### src/rtl/fix14_dot_seq.sv
// fix14_dot_seq: streaming dot-product sequencer placed in front of a fix14
// 16x16 signed multiplier DSP wrapper.
//
// (x, w) pairs arrive on a valid/ready stream and are registered onto the
// multiplier's A/B inputs. The fix14 product that comes back is accumulated
// until the pair marked in_last has been multiplied. One fix14 result per
// vector is then presented on a valid/ready output.
//
// Ports
//   sys_clk    in   1      system clock, rising edge
//   sys_rst    in   1      synchronous reset, active-high
//   in_valid   in   1      input pair valid
//   in_ready   out  1      sequencer can accept a pair
//   in_x       in   D_W    sample, fix14 signed
//   in_w       in   D_W    weight, fix14 signed
//   in_last    in   1      final pair of the vector
//   mul_a      out  D_W    to DSP A, registered
//   mul_b      out  D_W    to DSP B, registered
//   mul_p      in   D_W    fix14 product from DSP (its O[29:14])
//   out_valid  out  1      result valid
//   out_ready  in   1      downstream accepts result
//   out_data   out  D_W    fix14 dot product
//   out_count  out  CNT_W  number of pairs in the vector (saturating)
//   out_ovf    out  1      result exceeded fix14 range
//
// Build option
//   FIX14_DOT_SAT_EN  When this macro is defined, out_data is clamped to
//                     0x8000..0x7FFF and out_ovf flags a clamp. When it is
//                     undefined, out_data is the low D_W bits of the sum
//                     and out_ovf is always 0.
//
// State | Meaning
// ------+--------------------------------------------------------------
// ACC   | accepting pairs; in_ready=1
// DRAIN | last pair taken; waiting for its product to leave the pipeline
// HOLD  | result presented; out_valid=1 until the output handshake

module fix14_dot_seq #(
    parameter int D_W     = 16,
    parameter int ACC_W   = 24,
    parameter int MUL_LAT = 0,
    parameter int CNT_W   = 8
) (
    input  logic             sys_clk,
    input  logic             sys_rst,
    input  logic             in_valid,
    output logic             in_ready,
    input  logic [D_W-1:0]   in_x,
    input  logic [D_W-1:0]   in_w,
    input  logic             in_last,
    output logic [D_W-1:0]   mul_a,
    output logic [D_W-1:0]   mul_b,
    input  logic [D_W-1:0]   mul_p,
    output logic             out_valid,
    input  logic             out_ready,
    output logic [D_W-1:0]   out_data,
    output logic [CNT_W-1:0] out_count,
    output logic             out_ovf
);

    // One stage for the A/B register, plus the DSP's own pipeline depth.
    localparam int TOK_D = MUL_LAT + 1;

    typedef enum logic [1:0] {
        ACC   = 2'd0,
        DRAIN = 2'd1,
        HOLD  = 2'd2
    } state_t;

    state_t state;
    state_t state_nxt;

    logic             accept;
    logic             hs_out;
    logic [TOK_D-1:0] tok_v;
    logic [TOK_D-1:0] tok_l;
    logic             exit_v;
    logic             exit_l;
    logic [ACC_W-1:0] acc;
    logic [ACC_W-1:0] p_ext;
    logic [ACC_W-1:0] acc_sum;
    logic [CNT_W-1:0] count;
    logic [D_W-1:0]   res_data;
    logic             res_ovf;

    assign accept  = in_valid & in_ready;
    assign hs_out  = out_valid & out_ready;
    assign exit_v  = tok_v[TOK_D-1];
    assign exit_l  = tok_l[TOK_D-1];
    assign p_ext   = {{(ACC_W-D_W){mul_p[D_W-1]}}, mul_p};
    assign acc_sum = acc + p_ext;

    always_ff @(posedge sys_clk) begin
        if (sys_rst) begin
            state <= ACC;
        end else begin
            state <= state_nxt;
        end
    end

    always_comb begin
        state_nxt = state;
        in_ready  = 1'b0;
        out_valid = 1'b0;
        case (state)
            ACC: begin
                in_ready = 1'b1;
                if (in_valid && in_last) begin
                    state_nxt = DRAIN;
                end
            end
            DRAIN: begin
                if (exit_v && exit_l) begin
                    state_nxt = HOLD;
                end
            end
            HOLD: begin
                out_valid = 1'b1;
                if (out_ready) begin
                    state_nxt = ACC;
                end
            end
            default: state_nxt = ACC;
        endcase
    end

`ifdef FIX14_DOT_SAT_EN
    // The sum fits in D_W bits when every bit above the D_W sign bit
    // matches that sign bit.
    logic sum_fits;

    assign sum_fits = (acc_sum[ACC_W-1:D_W-1] == {(ACC_W-D_W+1){acc_sum[D_W-1]}});

    always_comb begin
        res_data = acc_sum[D_W-1:0];
        res_ovf  = 1'b0;
        if (!sum_fits) begin
            res_ovf  = 1'b1;
            res_data = acc_sum[ACC_W-1] ? {1'b1, {(D_W-1){1'b0}}}
                                        : {1'b0, {(D_W-1){1'b1}}};
        end
    end
`else
    assign res_data = acc_sum[D_W-1:0];
    assign res_ovf  = 1'b0;
`endif

    always_ff @(posedge sys_clk) begin
        if (sys_rst) begin
            mul_a     <= '0;
            mul_b     <= '0;
            tok_v     <= '0;
            tok_l     <= '0;
            acc       <= '0;
            count     <= '0;
            out_data  <= '0;
            out_count <= '0;
            out_ovf   <= 1'b0;
        end else begin
            if (accept) begin
                mul_a <= in_x;
                mul_b <= in_w;
            end

            // Each token travels alongside its product through the DSP
            // pipeline. The truncating cast turns this into a plain shift
            // for any depth, including a depth of one.
            tok_v <= TOK_D'({tok_v, accept});
            tok_l <= TOK_D'({tok_l, accept & in_last});

            // The handshake happens only in HOLD. No pairs are accepted and
            // no tokens are in flight then, so clearing here cannot lose data.
            if (hs_out) begin
                acc   <= '0;
                count <= '0;
            end else begin
                if (accept && (count != {CNT_W{1'b1}})) begin
                    count <= count + 1'b1;
                end
                if (exit_v) begin
                    acc <= acc_sum;
                end
            end

            // The last pair was counted when it was accepted, at least one
            // cycle earlier, so count is already final here.
            if (exit_v && exit_l) begin
                out_data  <= res_data;
                out_ovf   <= res_ovf;
                out_count <= count;
            end
        end
    end

endmodule

### config.mk
export PLATFORM = sky130hd
export DESIGN_NAME = fix14_dot_seq
export DESIGN_NICKNAME = d
export VERILOG_FILES = /design/src/rtl/fix14_dot_seq.sv
export SDC_FILE = /design/constraint.sdc
export NUM_CORES = 1
export LEC_CHECK = 0
export ABC_CLOCK_PERIOD_IN_PS = 2400
export CORE_ASPECT_RATIO = 2
export CORE_MARGIN = 2
export CORE_UTILIZATION = 50
export CTS_CLUSTER_DIAMETER = 50
export DETAILED_ROUTE_END_ITERATION = 8
export DONT_BUFFER_PORTS = 1
export GPL_ROUTABILITY_DRIVEN = 0
export PLACE_DENSITY = 0.73
export SETUP_SLACK_MARGIN = 0.02
export SYNTH_ARGS = -nofsm -noshare
export SYNTH_HDL_FRONTEND = slang
export SYNTH_SLANG_ARGS = --single-unit
### constraint.sdc
create_clock -name sys_clk -period 2.4 [get_ports sys_clk]
set_input_delay 0.48 -clock sys_clk [delete_from_list [all_inputs] [get_ports sys_clk]]
set_output_delay 0.48 -clock sys_clk [all_outputs]
set_load 0.005 [all_outputs]
# ---- Word level (Yosys, flattened, before mapping)
# Index checks and enable logic that the tools add are counted.
dict set report totals {
  ff_bits 92
  out_inout_bits 59
  in_bits 53
  word_cells 32
}
dict set report op_classes {
  bitwise_logic 3
  eq_ne 6
  n_reduce_logical 6
  n_mux 6
  add_sub_neg 2
}
# op n
set ops {}
lappend ops {{$add 24x24->24} 1}
lappend ops {{$add 8x1->8 const B} 1}
lappend ops {{$ne 8x8->1 const B} 1}
lappend ops {{$mux 2} 3}
lappend ops {{$ne 2x2->1 const B} 3}
lappend ops {{$pmux 2 s3} 1}
lappend ops {{$and 1x1->1} 3}
lappend ops {{$logic_and 1x1->1} 3}
lappend ops {{$reduce_and 3->1} 1}
lappend ops {{$eq 2x1->1 const B} 1}
lappend ops {{$eq 2x2->1 const B} 1}
lappend ops {{$logic_not 2->1} 1}
lappend ops {{$mux 1} 2}
lappend ops {{$reduce_or 2->1} 1}

# ---- Logic depth before layout (Yosys ltp)
# Gate-level depths: netlist of the first run.
dict set report depth {
  word_depth 4
  ltp_mapped 8
  depth_no_buf 8
}

# ---- Worst setup path before layout of the first run
# Ideal clock, no wire load.
dict set report synth_path {
  path_type {input -> register}
  startpoint {input port mul_p[0]}
  endpoint {register acc[14]}
  cell_stages 8
  n_path_buf 0
  t_arrival_ps 2125
  required_time_ps 2268
  setup_ps 132
  setup_slack_ps 142
  cell_sequence {ha_1 fa_1 a21oi_1 o211ai_2 o2bb2ai_1 or3_1 nand3_1 a21oi_1}
}
dict set report synth_between {
  elab_chain_cells 1
}
# item line_no
set synth_lines {}
lappend synth_lines {{start: declaration} 53} ;# input logic [D_W-1:0] mul_p,
lappend synth_lines {{$add 24x24->24} 91} ;# assign acc_sum = acc + p_ext;
lappend synth_lines {{end signal: assignment} 181} ;# acc <= acc_sum;
lappend synth_lines {{end: declaration} 79} ;# logic [ACC_W-1:0] acc;
# No other way between the ends.
# A chain may end at the register's enable or synchronous reset.

# ---- Worst setup path in the final report of the first run
dict set report layout_path {
  startpoint {register acc[0]}
  endpoint {register acc[8]}
}
dict set report layout_between {
  elab_chain_cells 1
}
# item line_no
set layout_lines {}
lappend layout_lines {{$add 24x24->24} 91}
# No other way between the ends.

==> results.cfg, run 1 <==
[run_status]
status = completed

[logic_synthesis]
yosysWarnings = 0
syn_avg_cell_area_um2 = 8.294
ys_top_cells_by_area = dfxtp_1, nand2_1, a21oi_1
ys_ff_latch = 84
ys_async_sr_fraction_pct = 0
synth_area_um2 = 3865
synth.most_common_cell = nand2_1
syn_inst = 466
synth.cells.most_frequent = nand2_1, dfxtp_1, a21oi_1, nor2_1, clkbuf_1
synth_top_area_share_pct = 43.51
synth_edf_count = 0
synth.largest_area_cell = dfxtp_1
syn_nets = 536
synth-seq-area-share_pct = 43.51
synthDistinctLibCells = 52
synth_ff_type = dfxtp_1

[routing]
ant_nets = 0
wl_per_cell_um = 16.88
num_vias = 3218
drc_errors = 0
drt_iter0_markers = 143
firstDrtPassIters = 4
avgViaCountPerCell = 5.736
wirelength_um = 9467

[timing]
fin_crit_ns = 2.098
whs_ns = 0.2113
rsz0062_at_grt = no
slew-limit-headroom_pct = 55.46
finalSetupTns_ns = 0
fin_crit_sh_pct = 87.42
clock_skew_ns = 0.004729
fmax_ghz = 0.4767
worstMarginPinSlew_ns = 0.6665
setup_viol = 0
drv_slew = 0
hold_viol = 0

[power_and_ir_drop]
power_leakage_uw = 0.001676
max-vdd-ir-drop_mv = 0.4376
power_density_nw_per_um2 = 821.2

[grt]
grt_first_pass_wirelength_um = 15080
grt_pass1_vias = 3180
grt_max_degree = 63
grt.overflow.total = 0
grt_usage_pct = 23.24
antenna_found_initial = 0

[clock_tree]
postCtsHoldBufs = 0
post_cts_resized = 0
clkTransAtPathRegs_ns = 0.06
postCtsSetupRepairBufs = 0
cts_buffers = 9
cts-root-buf = clkbuf_16
cts_tree = built
ctsHtreeMaxLevel = 3
cts_sinks = 84
clkLatencyLatePin_ns = 0.33
clockBufferDepth = 2

[placed_design]
dp_hpwl_um = 6961
dp.cells = 545
io_buffers = 0

[worst_setup_path]
path_cells = ha_1 -> fa_1 -> a21oi_2 -> o211ai_2 -> buf_4 -> a31oi_1 -> xnor2_1 -> mux2i_1 -> nor2_1
cp_num_buf_inv = 1
crit_path_start_kind = register
critical-path-slowest-cell = fa_1
cp-end-kind = register
crit_family = adder cells
worst-r2r-setup-slack_ns = 0.30
crit_arrival_ns = 2.32
crit_required_ns = 2.62
critPathMaxStageDelay_ns = 0.41
crit_type = register to register
worst-path-max-fanout = 4

[die]
dieWidth_um = 66.17
die_h_um = 128.3
ios = 112
core_area_um2 = 7545
num_rows = 45
dieArea_um2 = 8492
start_util_pct = 51.23

[finish]
antenna_cells = 0
area_growth_pct = 11.78
instances_no_fill = 561
fin_util_pct = 57.26
layout-drive-gt1-share_pct = 9.850
nets = 532

[run]
max_cap_violations = 0

[min_path]
hp-class = primary input to register
-- metal layers --
| layer | share of wire [%] | track usage [%] | vias up |
|---|---|---|---|
| met2 | 55 | 42.18 | 125 |
| met1 | 34 | 22.39 | 1486 |
| met5 | 0 | 0 | - |
| met3 | 7.2 | 6.206 | 24 |
| met4 | 4.0 | 14.29 | 0 |
| li1 | - | - | 1583 |
-- layout by cell type (no fill, tap or decap), types with 3 or more instances in the layout --
cell type	n
a211oi_1	4
a211oi_2	4
a21o_1	6
a21oi_1	67
a21oi_2	5
a31oi_1	6
and3_1	3
buf_4	11
bufinv_16	3
clkbuf_16	9
dfxtp_1	84
ha_1	16
inv_1	6
mux2i_1	11
nand2_1	116
nand2b_1	3
nand3_1	9
nand3b_1	3
nand4_1	5
nor2_1	29
nor2b_1	4
nor3_1	4
o21ai_1	7
xnor2_1	10
xor2_1	4
-- report_power, final --
part,total (uW),internal (uW),switching [uW]
registers,1510,1460,49.3
clock network,1630,1060,570
logic,412,166,246
-- flip-flops by register name (all words and copies together), names as in the netlist --
signal	cells
acc	16
count	8
exit_l	1
exit_v	1
mul_a	16
mul_b	16
out_count	8
out_data	16
state	2
-- final timing paths --
kind / cells past startpoint / from / endpoint
setup / recovery: 9 / acc[0]$_SDFFE_PP0P_ / acc[8]$_SDFFE_PP0P_
hold / removal: 1 / sys_rst / mul_b[5]$_SDFFE_PP0P_
setup reg to reg: 9 / acc[0]$_SDFFE_PP0P_ / acc[8]$_SDFFE_PP0P_
hold reg to reg: 2 / mul_b[15]$_SDFFE_PP0P_ / mul_b[15]$_SDFFE_PP0P_
-- metrics by stage --
step	setup slack, ns	total power [uW]	instance area, um2
after floorplan	0.1424	1868	3865
after global placement	0.1048	1936	3959
after detailed placement	0.07428	1949	3959
after CTS	0.2351	3581	4317
after global routing	0.09888	3687	4320
final	0.3020	3548	4320
-- final cells by class --
class	instances	area [um2]
Fill cell	706	3224
Timing Repair Buffer	11	82.58
Clock inverter	6	118.9
Clock buffer	10	239.0
Multi-Input combinational cell	350	2058
Tap cell	94	117.6
Sequential cell	84	1682
Inverter	6	22.52
-- cells by family (layout without fill, tap and decap cells) --
logic type,count (synthesis),after routing,synth area share [%]
multiplexers,11,11,2.849
flip-flops,84,84,43.51
AO/OA/AOI/OAI,116,116,19.20
buffers and inverters,32,33,3.496
adder cells (fa/ha/maj),17,17,5.698
XOR/XNOR,14,14,3.172
AND/OR/NAND/NOR,191,191,21.98
other,1,1,0.09703
No activity file was read; power rests on OpenSTA's default activity.
==> run 2: changes to the inputs <==
--- a/config.mk
+++ b/config.mk
@@ -5,6 +5,7 @@
 export SDC_FILE = /design/constraint.sdc
 export NUM_CORES = 1
 export LEC_CHECK = 0
+export ABC_AREA = 1
 export ABC_CLOCK_PERIOD_IN_PS = 2400
 export CORE_ASPECT_RATIO = 2
 export CORE_MARGIN = 2
@@ -15,6 +16,7 @@
 export GPL_ROUTABILITY_DRIVEN = 0
 export PLACE_DENSITY = 0.73
 export SETUP_SLACK_MARGIN = 0.02
+export SLEW_MARGIN = 20
 export SYNTH_ARGS = -nofsm -noshare
 export SYNTH_HDL_FRONTEND = slang
 export SYNTH_SLANG_ARGS = --single-unit
==> run 2 against run 1 <==
Sequential power is essentially flat. Critical path depth is the same. Via count is 12% higher. Highest routed layer unchanged.
==> results.cfg, run 2 <==
[run_status]
status = completed

[logic_synthesis]
yosysWarnings = 0
syn_inst = 601
synth_edf_count = 0
ys_ff_latch = 84
synth_ff_type = dfxtp_1
synth_area_um2 = 4079
synth-seq-area-share_pct = 41.23
synth.most_common_cell = nor2_1
synthDistinctLibCells = 32
syn_avg_cell_area_um2 = 6.787
synth.cells.most_frequent = nor2_1, nand2_1, dfxtp_1, inv_1, o21ai_0
ys_top_cells_by_area = dfxtp_1, nor2_1, nand2_1
synth.largest_area_cell = dfxtp_1
syn_nets = 671
ys_async_sr_fraction_pct = 0
synth_top_area_share_pct = 41.23

[clock_tree]
postCtsSetupRepairBufs = 0
ctsHtreeMaxLevel = 3
clkLatencyLatePin_ns = 0.33
cts_buffers = 9
cts_sinks = 84
clockBufferDepth = 2
clkTransAtPathRegs_ns = 0.06
postCtsHoldBufs = 0
cts-root-buf = clkbuf_16
cts_tree = built
post_cts_resized = 0

[timing]
fin_crit_ns = 1.873
hold_viol = 0
finalSetupTns_ns = 0
drv_slew = 0
rsz0062_at_grt = no
clock_skew_ns = 0.007373
fin_crit_sh_pct = 78.06
fmax_ghz = 0.5338
setup_viol = 0
slew-limit-headroom_pct = 50.52
worstMarginPinSlew_ns = 0.7411
whs_ns = 0.2195

[run]
max_cap_violations = 0

[routing]
wl_per_cell_um = 13.89
m1WireLength_um = 3386
drt_iter0_markers = 134
wl_met2_um = 5387
num_vias = 3594
wirelength_um = 9652
avgViaCountPerCell = 5.171
firstDrtPassIters = 4
drc_errors = 0
wl_met3_um = 525
highest_layer = met4
ant_nets = 0

[grt]
antenna_found_initial = 0
grt_first_pass_wirelength_um = 15480
grt_usage_pct = 22.55
grt.overflow.total = 0
grt_max_degree = 47
grt_pass1_vias = 3527

[worst_setup_path]
worst-path-max-fanout = 3
worst-r2r-setup-slack_ns = 0.53
reg2regPathDepth = 9
crit_required_ns = 2.63
crit_arrival_ns = 2.10
cp-end-kind = register
crit_type = register to register
timing.rr.end = out_data[8]$_SDFFE_PP0P_
r2r_start = acc[0]$_SDFFE_PP0P_
crit_path_start_kind = register

[placed_design]
io_buffers = 0
dp_hpwl_um = 7105
dp.cells = 679

[power_and_ir_drop]
power_density_nw_per_um2 = 754.7
max-vdd-ir-drop_mv = 0.3297
power_leakage_uw = 0.002175

[min_path]
hold_start = sys_rst
whs_path_depth = 1
hp-class = primary input to register
min_to = state[1]$_SDFFE_PP0P_

[die]
dieWidth_um = 67.87
dieArea_um2 = 8940
start_util_pct = 51.35
core_area_um2 = 7943
die_h_um = 131.7
ios = 112
num_rows = 46

[finish]
area_growth_pct = 8.068
instances_no_fill = 695
nets = 664
final_cell_mix = nor2_1, nand2_1, dfxtp_1, inv_1, o21ai_0
antenna_cells = 0
mostFrequentLayoutCell = nor2_1
layout-drive-gt1-share_pct = 5.175
## run 2: report_power, final
group / internal [uW] / switching (uW)
clock network: 833 / 526
registers: 1480 / 58.1
logic: 148 / 285
total: 2460 / 869
## run 2: worst max-delay path, stage by stage (launching register included)
cell and delay (ns):
dfxtp_1 0.31, ha_1 0.21, fa_1 0.42, nand3_1 0.10
nand3_1 0.15, a21oi_1 0.19, xor2_1 0.20, nand2_1 0.07
nand2_1 0.08, inv_1 0.03
## run 2: metal layers
metal	vias up	GRT usage (%)
met3	24	5.124
met2	118	42.32
li1	1866	-
met1	1586	21.20
met5	-	0
met4	0	11.67
## run 2: kinds of logic after synthesis
group	Yosys count	share of synthesized area [%]
AOI/OAI and AO/OA	85	10.95
and+or+nand+nor	302	30.52
adders and majority gates	17	5.399
DFF	84	41.23
other	1	0.09194
buffers and inverters	106	10.52
xor gates and xnor gates	6	1.288
## run 2: metrics by stage
| stage | setup slack (ns) | utilization [%] | total power [uW] | cell area (um2) |
|---|---|---|---|---|
| floorplan | 0.5175 | - | 1906 | 4079 |
| global placement | 0.3816 | 51.78 | 1978 | 4113 |
| detailed placement | 0.3779 | 51.78 | 1997 | 4113 |
| CTS | 0.5417 | 55.50 | 3375 | 4408 |
| global route | 0.3799 | 55.50 | 3510 | 4408 |
| finish | 0.5265 | 55.50 | 3327 | 4408 |
## run 2: how the worst max path moves through the flow
stage / startpoint / to / slack, ns / cells past startpoint
final: acc[0]$_SDFFE_PP0P_ / out_data[8]$_SDFFE_PP0P_ / 0.53 / 9
after global routing: acc[0]$_SDFFE_PP0P_ / out_data[8]$_SDFFE_PP0P_ / 0.38 / 9
after CTS: acc[0]$_SDFFE_PP0P_ / out_data[8]$_SDFFE_PP0P_ / 0.54 / 9
after detailed placement: mul_p[0] / out_data[8]$_SDFFE_PP0P_ / 0.38 / 9
after global placement: mul_p[0] / out_data[8]$_SDFFE_PP0P_ / 0.38 / 9
after floorplan: mul_p[0] / acc[8]$_SDFFE_PP0P_ / 0.52 / 9
## run 2: final cells by class
cell class	count	area, um2
multi-input cells	411	1968
repair buffers	3	22.52
fillers	795	3535
clock inverters	4	48.80
inverters	85	320.3
well taps	96	120.1
flip-flops and latches	84	1682
clock buffers	12	246.5
==> run 3: changes to the inputs <==
--- a/config.mk
+++ b/config.mk
@@ -6,7 +6,7 @@
 export NUM_CORES = 1
 export LEC_CHECK = 0
 export ABC_AREA = 1
-export ABC_CLOCK_PERIOD_IN_PS = 2400
+export ABC_CLOCK_PERIOD_IN_PS = 1900
 export CORE_ASPECT_RATIO = 2
 export CORE_MARGIN = 2
 export CORE_UTILIZATION = 50
@@ -14,7 +14,7 @@
 export DETAILED_ROUTE_END_ITERATION = 8
 export DONT_BUFFER_PORTS = 1
 export GPL_ROUTABILITY_DRIVEN = 0
-export PLACE_DENSITY = 0.73
+export PLACE_DENSITY = 0.7
 export SETUP_SLACK_MARGIN = 0.02
 export SLEW_MARGIN = 20
 export SYNTH_ARGS = -nofsm -noshare
==> constraint.sdc (replaced) <==
create_clock -name sys_clk -period 1.9 [get_ports sys_clk]
set_input_delay 0.38 -clock sys_clk [delete_from_list [all_inputs] [get_ports sys_clk]]
set_output_delay 0.38 -clock sys_clk [all_outputs]
set_load 0.005 [all_outputs]
==> run 3 against run 2 <==
Worst hold slack got worse by 0.10 ns. Sequential share of layout area decreased by 0.50 points. Sequential power increased by 27%. Die area unchanged. Power increased by 26%. Fmax increased by 6.8%. Critical path type unchanged.
==> results.cfg, run 3 (synthesis gave the netlist of run 2 again) <==
[worst_setup_path]
crit_family = adder cells
worst-path-max-fanout = 3
critical-path-slowest-cell = fa_2
crit_type = register to register
startpoint = acc[0]$_SDFFE_PP0P_
cp-end-kind = register
crit_required_ns = 2.14
r2r_start = acc[0]$_SDFFE_PP0P_
crit_path_start_kind = register
critPathMaxStageDelay_ns = 0.38
crit_arrival_ns = 1.99
path_cells = ha_1 -> fa_2 -> nand3_1 -> nand3_1 -> a21oi_2 -> xor2_1 -> nand2_1 -> nand2_1 -> inv_1
cp_num_buf_inv = 1

[timing]
hold_viol = 0
finalSetupTns_ns = 0
drv_slew = 0
rsz0062_at_grt = yes
fin_crit_sh_pct = 92.30
clock_skew_ns = 0.005360
fmax_ghz = 0.5702
fin_crit_ns = 1.754
fin_ws_ns = 0.1462
setup_viol = 0

[clock_tree]
postCtsHoldBufs = 0
cts_sinks = 84
clkTransAtPathRegs_ns = 0.06
clkLatencyLatePin_ns = 0.33
postCtsSetupRepairBufs = 0
cts_tree = built
ctsHtreeMaxLevel = 3
post_cts_resized = 0
cts_buffers = 9
cts-root-buf = clkbuf_16
clockBufferDepth = 2

[min_path]
hold_start = sys_rst
hp-class = primary input to register

[finish]
mostFrequentLayoutCell = nor2_1
final_cell_mix = nor2_1, nand2_1, dfxtp_1, inv_1, o21ai_0
layout-drive-gt1-share_pct = 6.601
area_growth_pct = 9.509
antenna_cells = 0
nets = 671

[die]
ios = 112
dieWidth_um = 67.87
dieArea_um2 = 8940
num_rows = 46
die_h_um = 131.7
start_util_pct = 51.35
core_area_um2 = 7943

[routing]
drt_iter0_markers = 145
avgViaCountPerCell = 5.175
firstDrtPassIters = 4
num_vias = 3633
ant_nets = 0
drc_errors = 0
wl_per_cell_um = 13.82
wirelength_um = 9701

[placed_design]
place_ws_ns = 0.002979
io_buffers = 0
dp_hpwl_um = 7325

[power_and_ir_drop]
power_density_nw_per_um2 = 940.2
max-vdd-ir-drop_mv = 0.4253
power_leakage_uw = 0.002206

[grt]
grt_first_pass_wirelength_um = 15380
grt_usage_pct = 22.68
grt_max_degree = 34
grt.overflow.total = 0
antenna_found_initial = 0
grt_pass1_vias = 3428

[run_status]
status = completed

[run]
max_cap_violations = 0
==> run 3: worst register-to-register path: cells and delay by family, from the launching register on <==
kind                     cells  cell delay [ns]
AND/OR/NAND/NOR              4             0.36
XOR/XNOR                     1             0.19
flip-flops                   1             0.31
AO/OA/AOI/OAI                1             0.17
buffers and inverters        1             0.03
adder cells (fa/ha/maj)      2             0.59
==> run 3: final timing paths <==
| path | endpoint | slack (ns) | cells past startpoint |
|---|---|---|---|
| max | acc[8]$_SDFFE_PP0P_ | 0.15 | 9 |
| min | exit_v$_SDFF_PP0_ | 0.12 | 1 |
| max reg2reg | acc[8]$_SDFFE_PP0P_ | 0.15 | 9 |
| min reg2reg | acc[0]$_SDFFE_PP0P_ | 0.47 | 2 |
==> run 3: cell type report <==
cell class                      instances  area (um2)
Fill cell                             802        3476
Multi-Input combinational cell        411        1982
Sequential cell                        84        1682
Inverter                               85       320.3
Clock buffer                           13       240.2
Tap cell                               96       120.1
Timing Repair Buffer                   10       75.07
Clock inverter                          3       47.55
==> run 3: power by group <==
group	leakage, uW	switching, uW	internal, uW
combinational	0.00138	366	196
sequential	0.000689	71.4	1860
clock	0.000138	676	1020
total	0.00221	1110	3090
==> run 3: per-layer routing <==
| layer | vias to the layer above | track usage, % | wire, um |
|---|---|---|---|
| met2 | 127 | 40.96 | 5178 |
| met3 | 42 | 5.892 | 537 |
| met5 | - | 0 | 0 |
| met1 | 1591 | 21.33 | 3486 |
| met4 | 0 | 14.00 | 499 |
| li1 | 1873 | - | - |
==> run 3: through the flow <==
step | hold slack (ns) | instance area, um2 | instances | total power [uW] | utilization, %
after floorplan | 0.4428 | 4079 | 601 | 2407 | -
after global placement | 0.4550 | 4165 | 686 | 2514 | 52.44
after detailed placement | 0.4579 | 4165 | 686 | 2533 | 52.44
after CTS | 0.09834 | 4453 | 702 | 4252 | 56.06
after global routing | 0.1096 | 4467 | 702 | 4427 | 56.24
final | 0.1171 | 4467 | 702 | 4200 | 56.24
